<file path="config.mk">
export PLATFORM = sky130hd
export DESIGN_NAME = fetch_ctrl
export DESIGN_NICKNAME = d
export VERILOG_FILES = /design/src/rtl/fetch_ctrl.sv
export SDC_FILE = /design/constraint.sdc
export NUM_CORES = 1
export LEC_CHECK = 0
export ABC_CLOCK_PERIOD_IN_PS = 1700
export CAP_MARGIN = 0
export CORE_UTILIZATION = 44
export CTS_BUF_LIST = sky130_fd_sc_hd__clkbuf_16
export DETAILED_ROUTE_END_ITERATION = 6
export PLACE_DENSITY = 0.84
export SKIP_LAST_GASP = 1
export SLEW_MARGIN = 10
export SYNTH_ARGS = -nofsm -noshare
export SYNTH_HDL_FRONTEND = slang
export SYNTH_SLANG_ARGS = --single-unit
export TNS_END_PERCENT = 10
</file>
<file path="constraint.sdc">
create_clock -name clk -period 1.7 [get_ports clk]
set_input_delay 0.17 -clock clk [delete_from_list [all_inputs] [get_ports clk]]
set_output_delay 0.17 -clock clk [all_outputs]
set_load 0.005 [all_outputs]
</file>
<file path="src/rtl/fetch_ctrl.sv">
`default_nettype none
// ============================================================================
// fetch_ctrl : instruction-fetch sequencer between instruction ROM and decoder
// Revision   : 1.0
// ============================================================================
module fetch_ctrl #(
  parameter int DWIDTH = 16,
  parameter int AWIDTH = 16,
  parameter int DEPTH  = 16
) (
  input  logic              clk,
  input  logic              rst,
  output logic [AWIDTH-1:0] mem_addr,
  output logic              mem_ready,
  input  logic [DWIDTH-1:0] mem_data,
  input  logic              mem_en,
  output logic [DWIDTH-1:0] ir,
  output logic              ir_valid,
  input  logic              ir_ready,
  output logic [AWIDTH-1:0] ir_pc,
  input  logic              jmp_req,
  input  logic [AWIDTH-1:0] jmp_addr,
  input  logic              halt,
  output logic              err
);

  typedef enum logic [1:0] {
    S_IDLE  = 2'd0,
    S_FETCH = 2'd1,
    S_HOLD  = 2'd2,
    S_HALT  = 2'd3
  } state_t;

  localparam logic [AWIDTH-1:0] c_last_addr = AWIDTH'(DEPTH - 1);

  state_t              state_q,     state_d;
  logic [AWIDTH-1:0]   pc_fetch_q,  pc_fetch_d;
  logic [DWIDTH-1:0]   ir_q,        ir_d;
  logic [AWIDTH-1:0]   ir_pc_q,     ir_pc_d;
  logic                err_q,       err_d;
  logic                mem_ready_q, mem_ready_d;
  logic                ir_valid_q,  ir_valid_d;

  always_comb begin
    state_d    = state_q;
    pc_fetch_d = pc_fetch_q;
    ir_d       = ir_q;
    ir_pc_d    = ir_pc_q;
    err_d      = err_q;
    case (state_q)
      S_IDLE: state_d = S_FETCH;
      S_FETCH: begin
        if (mem_en) begin
          ir_d       = mem_data;
          ir_pc_d    = pc_fetch_q;
          pc_fetch_d = (pc_fetch_q == c_last_addr) ? '0 : pc_fetch_q + 1'b1;
          state_d    = S_HOLD;
        end
      end
      S_HOLD: begin
        // Redirect lands in pc_fetch before FETCH, so no wrong-path request is issued.
        if (ir_ready) begin
          if (jmp_req) begin
            if (jmp_addr <= c_last_addr) begin
              pc_fetch_d = jmp_addr;
            end else begin
              pc_fetch_d = '0;
              err_d      = 1'b1;
            end
          end
          state_d = halt ? S_HALT : S_FETCH;
        end
      end
      S_HALT: state_d = S_HALT;
      default: state_d = S_IDLE;
    endcase
    mem_ready_d = (state_d == S_FETCH);
    ir_valid_d  = (state_d == S_HOLD);
  end

  always_ff @(posedge clk) begin
    if (rst) begin
      state_q     <= S_IDLE;
      pc_fetch_q  <= '0;
      ir_q        <= '0;
      ir_pc_q     <= '0;
      err_q       <= 1'b0;
      mem_ready_q <= 1'b0;
      ir_valid_q  <= 1'b0;
    end else begin
      state_q     <= state_d;
      pc_fetch_q  <= pc_fetch_d;
      ir_q        <= ir_d;
      ir_pc_q     <= ir_pc_d;
      err_q       <= err_d;
      mem_ready_q <= mem_ready_d;
      ir_valid_q  <= ir_valid_d;
    end
  end

  assign mem_addr  = pc_fetch_q;
  assign mem_ready = mem_ready_q;
  assign ir        = ir_q;
  assign ir_valid  = ir_valid_q;
  assign ir_pc     = ir_pc_q;
  assign err       = err_q;

endmodule
`default_nettype wire
</file>
==> report_table.html <==
<table>
<tr><th>Metric</th><th>Value</th></tr>
<tr><th colspan="2">Synth</th></tr>
<tr><td>Cell type with the highest aggregate area in the netlist</td><td>sky130_fd_sc_hd__dfxtp_1</td></tr>
<tr><td>Share of synthesized registers carrying an async set or reset</td><td>0%</td></tr>
<tr><td>Post-synth EDFFs</td><td>0</td></tr>
<tr><td>Syn nets</td><td>340</td></tr>
<tr><td>Most used standard cell by instance count after synthesis</td><td>sky130_fd_sc_hd__nand2_1</td></tr>
<tr><td>Post-synth top area share</td><td>45.2%</td></tr>
<tr><td>Synth area leaders</td><td>sky130_fd_sc_hd__dfxtp_1, sky130_fd_sc_hd__nand2_1, sky130_fd_sc_hd__a21oi_1</td></tr>
<tr><td>Instance count of the mapped netlist</td><td>301</td></tr>
<tr><td>Number of register bits inferred by synthesis</td><td>53</td></tr>
<tr><td>Top FF cell, synth</td><td>sky130_fd_sc_hd__dfxtp_1</td></tr>
<tr><td>Sequential share of the synthesized area</td><td>45.2%</td></tr>
<tr><td>Area of the mapped netlist</td><td>2350 sq um</td></tr>
<tr><td>Mapped Avg Cell Area</td><td>7.80 sq um</td></tr>
<tr><td>Count of cell types in the netlist</td><td>36</td></tr>
<tr><td>Yosys synthesis warning count</td><td>0</td></tr>
<tr><td>List of most frequent post-synthesis cells</td><td>sky130_fd_sc_hd__nand2_1, sky130_fd_sc_hd__dfxtp_1, sky130_fd_sc_hd__a21oi_1</td></tr>
<tr><th colspan="2">Setup path</th></tr>
<tr><td>Reg-to-reg setup timing slack</td><td>0.03 ns</td></tr>
<tr><td>Cell-by-cell listing of the critical path</td><td>ha_2 -&gt; and4b_1 -&gt; nand4_1 -&gt; buf_4 -&gt; a32oi_1 -&gt; a211oi_1</td></tr>
<tr><td>Worst EP required</td><td>1.87 ns</td></tr>
<tr><td>Reg-to-reg startpoint</td><td>mem_addr[0]$_SDFFE_PP0P_</td></tr>
<tr><td>Data arrival time at the worst-slack endpoint</td><td>1.83 ns</td></tr>
<tr><td>Cell at the slowest stage of the critical path</td><td>sky130_fd_sc_hd__dfxtp_1</td></tr>
<tr><td>Largest incremental delay on the critical path</td><td>0.37 ns</td></tr>
<tr><td>Worst reg2reg path depth</td><td>6</td></tr>
<tr><td>Beginning of the critical path</td><td>mem_addr[0]$_SDFFE_PP0P_</td></tr>
<tr><td>CP endpoint kind</td><td>flop</td></tr>
<tr><td>Critical path startpoint category</td><td>flop</td></tr>
<tr><td>Crit path capture</td><td>mem_addr[0]$_SDFFE_PP0P_</td></tr>
<tr><td>CP Class</td><td>reg -&gt; reg</td></tr>
<tr><td>Top fanout value on the critical path</td><td>8</td></tr>
<tr><td>Critical R2R Capture</td><td>mem_addr[0]$_SDFFE_PP0P_</td></tr>
<tr><th colspan="2">Clock network</th></tr>
<tr><td>Clock transition at the register clock pins on the worst setup and hold paths after CTS</td><td>0.07 ns</td></tr>
<tr><td>Root Driver</td><td>sky130_fd_sc_hd__clkbuf_16</td></tr>
<tr><td>Clock sink total</td><td>53</td></tr>
<tr><td>Worst-skew pair later-pin latency</td><td>0.28 ns</td></tr>
<tr><td>Buffer levels on the longest clock path</td><td>2</td></tr>
<tr><td>CTS tree</td><td>yes</td></tr>
<tr><td>H-tree depth</td><td>2</td></tr>
<tr><td>Total clock buffers created by CTS</td><td>5</td></tr>
<tr><td>Post-CTS Hold Fix Bufs</td><td>0</td></tr>
<tr><th colspan="2">Timing</th></tr>
<tr><td>Final count of pins violating max slew</td><td>0</td></tr>
<tr><td># setup viols final</td><td>0</td></tr>
<tr><td>Post-route minimum period</td><td>1.67 ns</td></tr>
<tr><td>FMAX</td><td>0.599 GHz</td></tr>
<tr><td>Relative slew slack</td><td>59.9%</td></tr>
<tr><td>Worst Tran Pin Value</td><td>0.602 ns</td></tr>
<tr><td>Final cycle utilization of the critical path</td><td>98.1%</td></tr>
<tr><td>Clock Skews</td><td>0.00327 ns</td></tr>
<tr><td>Worst hold slack</td><td>0.398 ns</td></tr>
<tr><td>RSZ-0062 raised after global routing</td><td>true</td></tr>
<tr><td>Final hold violations</td><td>0</td></tr>
<tr><td>Total negative slack for setup checks</td><td>0 ns</td></tr>
<tr><th colspan="2">Place</th></tr>
<tr><td>Placer Congestion</td><td>0.842</td></tr>
<tr><td>Quantity of I/O buffers inserted on ports</td><td>88</td></tr>
<tr><td>Post-detailed-placement cell area</td><td>3410 sq um</td></tr>
<tr><td>HPWL after detailed placement</td><td>4620 microns</td></tr>
<tr><td>Cell total after placement</td><td>458</td></tr>
<tr><th colspan="2">Floorplanning</th></tr>
<tr><td>Area of the core</td><td>5110 sq um</td></tr>
<tr><td>Die width</td><td>75.0 microns</td></tr>
<tr><td>I/O pin count</td><td>89</td></tr>
<tr><td>Area of the die</td><td>5630 sq um</td></tr>
<tr><td>Std cell rows</td><td>26</td></tr>
<tr><td>Initial cell density of the core</td><td>46.0%</td></tr>
<tr><td>Die outline height</td><td>75.0 microns</td></tr>
<tr><th colspan="2">Global route</th></tr>
<tr><td>Total track usage</td><td>23.6%</td></tr>
<tr><td>Global-route wire length before repair</td><td>10,400 microns</td></tr>
<tr><td>Initial antenna violation count</td><td>0</td></tr>
<tr><td>Overflow after GRT</td><td>0</td></tr>
<tr><td>Largest net degree at the start of global routing</td><td>35</td></tr>
<tr><td>Number of global-route vias before repair</td><td>2,325</td></tr>
<tr><th colspan="2">Finish</th></tr>
<tr><td>Number of standard cells in the layout, taps in and fillers out</td><td>465</td></tr>
<tr><td>Nets</td><td>434</td></tr>
<tr><td>Fraction of layout cells with a size suffix above 1</td><td>9.62%</td></tr>
<tr><td>Ant. Diodes</td><td>0</td></tr>
<tr><td>Sequential standard cell area</td><td>1060 sq um</td></tr>
<tr><td>Final core utilization</td><td>70.1%</td></tr>
<tr><td>Multi-input gate area in the final layout</td><td>1180 sq um</td></tr>
<tr><td>Area overhead of the layout relative to synthesis</td><td>52.6%</td></tr>
<tr><td>Design Area, Final</td><td>3580 sq um</td></tr>
<tr><td># fillers</td><td>419</td></tr>
<tr><th colspan="2">Worst hold path</th></tr>
<tr><td>Worst hold path class</td><td>in -&gt; reg</td></tr>
<tr><td>Cell depth of the worst min-delay path</td><td>2</td></tr>
<tr><td>Worst hold path startpoint</td><td>rst</td></tr>
<tr><th colspan="2">Route</th></tr>
<tr><td>Average routed wire per standard cell</td><td>13.8 microns</td></tr>
<tr><td>Residual DRC</td><td>0</td></tr>
<tr><td>Iteration count of the initial detailed-routing pass</td><td>4</td></tr>
<tr><td>Total vias in the final route</td><td>2,509</td></tr>
<tr><td>Number of antenna-violating nets in the routed design</td><td>0</td></tr>
<tr><td>Vias per std cell</td><td>5.40</td></tr>
<tr><td>Total routed wirelength</td><td>6410 microns</td></tr>
<tr><td>Number of design-rule violations left by the first detailed-router iteration</td><td>158</td></tr>
<tr><th colspan="2">Power and ir drop</th></tr>
<tr><td>Worst supply voltage drop on vdd</td><td>0.000488 V</td></tr>
<tr><td>Pwr per Cell Area</td><td>757 nW/um^2</td></tr>
<tr><td>Cell leakage power</td><td>1.21 nW</td></tr>
<tr><th colspan="2">Run status</th></tr>
<tr><td>Status</td><td>completed</td></tr>
<tr><th colspan="2">Flow run</th></tr>
<tr><td>MaxCap Viol Count</td><td>0</td></tr>
</table>
report_power, final:
| group | internal (mW) | switching, mW | leakage (nW) |
|---|---|---|---|
| clock network | 0.683 | 0.419 | 0.0797 |
| registers | 1.27 | 0.0184 | 0.429 |
| logic | 0.176 | 0.141 | 0.701 |
| total | 2.13 | 0.578 | 1.21 |
layout by cell type (no fill, tap or decap), types with 2 or more instances in the layout:
master                            instances
sky130_fd_sc_hd__nand2b_1                 7
sky130_fd_sc_hd__a211oi_1                 3
sky130_fd_sc_hd__or4_4                    2
sky130_fd_sc_hd__dfxtp_1                 53
sky130_fd_sc_hd__nand2_1                 75
sky130_fd_sc_hd__and2_1                   2
sky130_fd_sc_hd__a32oi_1                  3
sky130_fd_sc_hd__buf_4                   21
sky130_fd_sc_hd__clkdlybuf4s50_1         87
sky130_fd_sc_hd__nor2_1                  13
sky130_fd_sc_hd__a21oi_1                 41
sky130_fd_sc_hd__or3_1                    7
sky130_fd_sc_hd__clkbuf_16                5
sky130_fd_sc_hd__a31oi_1                  4
sky130_fd_sc_hd__o211ai_1                 2
sky130_fd_sc_hd__and4b_1                  2
sky130_fd_sc_hd__nor4_1                   7
sky130_fd_sc_hd__buf_12                   2
sky130_fd_sc_hd__inv_1                    5
sky130_fd_sc_hd__nand3_1                  6
sky130_fd_sc_hd__o311ai_1                 6
sky130_fd_sc_hd__nand4_1                 17
sky130_fd_sc_hd__nor3_1                   4
sky130_fd_sc_hd__nand3b_1                 3
sky130_fd_sc_hd__o21ai_0                  3
layout make-up:
cell class	count	share of cell area, %
sequential	53	29.6
tap	70	2.45
timing repair buffer	111	30.0
inverter	5	0.524
clock inverter	2	0.978
clock buffer	5	3.49
multi-input combinational	219	32.9
critical path, delay by kind of cell (launching register included):
kind	cells	cell delay [ns]
buffers and inverters	1	0.21
adder cells (fa/ha/maj)	1	0.25
AO/OA/AOI/OAI	2	0.31
flip-flops	1	0.37
AND/OR/NAND/NOR	2	0.41
routing by layer:
layer  part of all wire [%]  track usage (%)  vias up  routed length, microns
met3                    4.1             3.08        9                     266
met1                     43             29.6     1175                    2760
li1                       -                -     1252                       -
met4                    1.5             10.1        0                      99
met2                     51             40.7       73                    3290
met5                      0                0        -                       0
cell families after synthesis:
logic type,share of synthesized area (%)
AND/OR/NAND/NOR,32.9
flip-flops,45.2
AO/OA/AOI/OAI,16.4
buffers and inverters,4.96
adder cells (fa/ha/maj),0.533
timing repair:
action                                 4_1_cts  5_1_grt
endpoints found under the hold margin        0        0
gates resized for setup                      0        2
setup endpoints to repair                    0        6
setup buffers                                0        0
sequential cells by signal, indices dropped and copies added, names as in the netlist:
name and cells:
err 1, mem_ready 1, mem_addr 16, ir_pc 16, state_q 2, ir 16
ir_valid 1
worst min-delay path by stage:
stage                                   endpoint  slack, ns
after floorplan               ir[0]$_SDFFE_PP0P_       0.31
after global placement          err$_SDFFE_PP0P_       0.43
after detailed placement     ir[11]$_SDFFE_PP0P_       0.45
after CTS                 ir_pc[14]$_SDFFE_PP0P_       0.39
after global routing          ir[4]$_SDFFE_PP0P_       0.43
final                     ir_pc[14]$_SDFFE_PP0P_       0.40
metrics by stage:
| stage | total power, mW | worst slack (ns) |
|---|---|---|
| after CTS | 2.74 | 0.000554 |
| after detailed placement | 1.63 | -0.220 |
| final | 2.71 | 0.0318 |
| after global placement | 1.63 | -0.142 |
| after global routing | 2.81 | -0.0268 |
| after floorplan | 1.44 | 0.128 |
No activity file was read; power rests on OpenSTA's default activity.
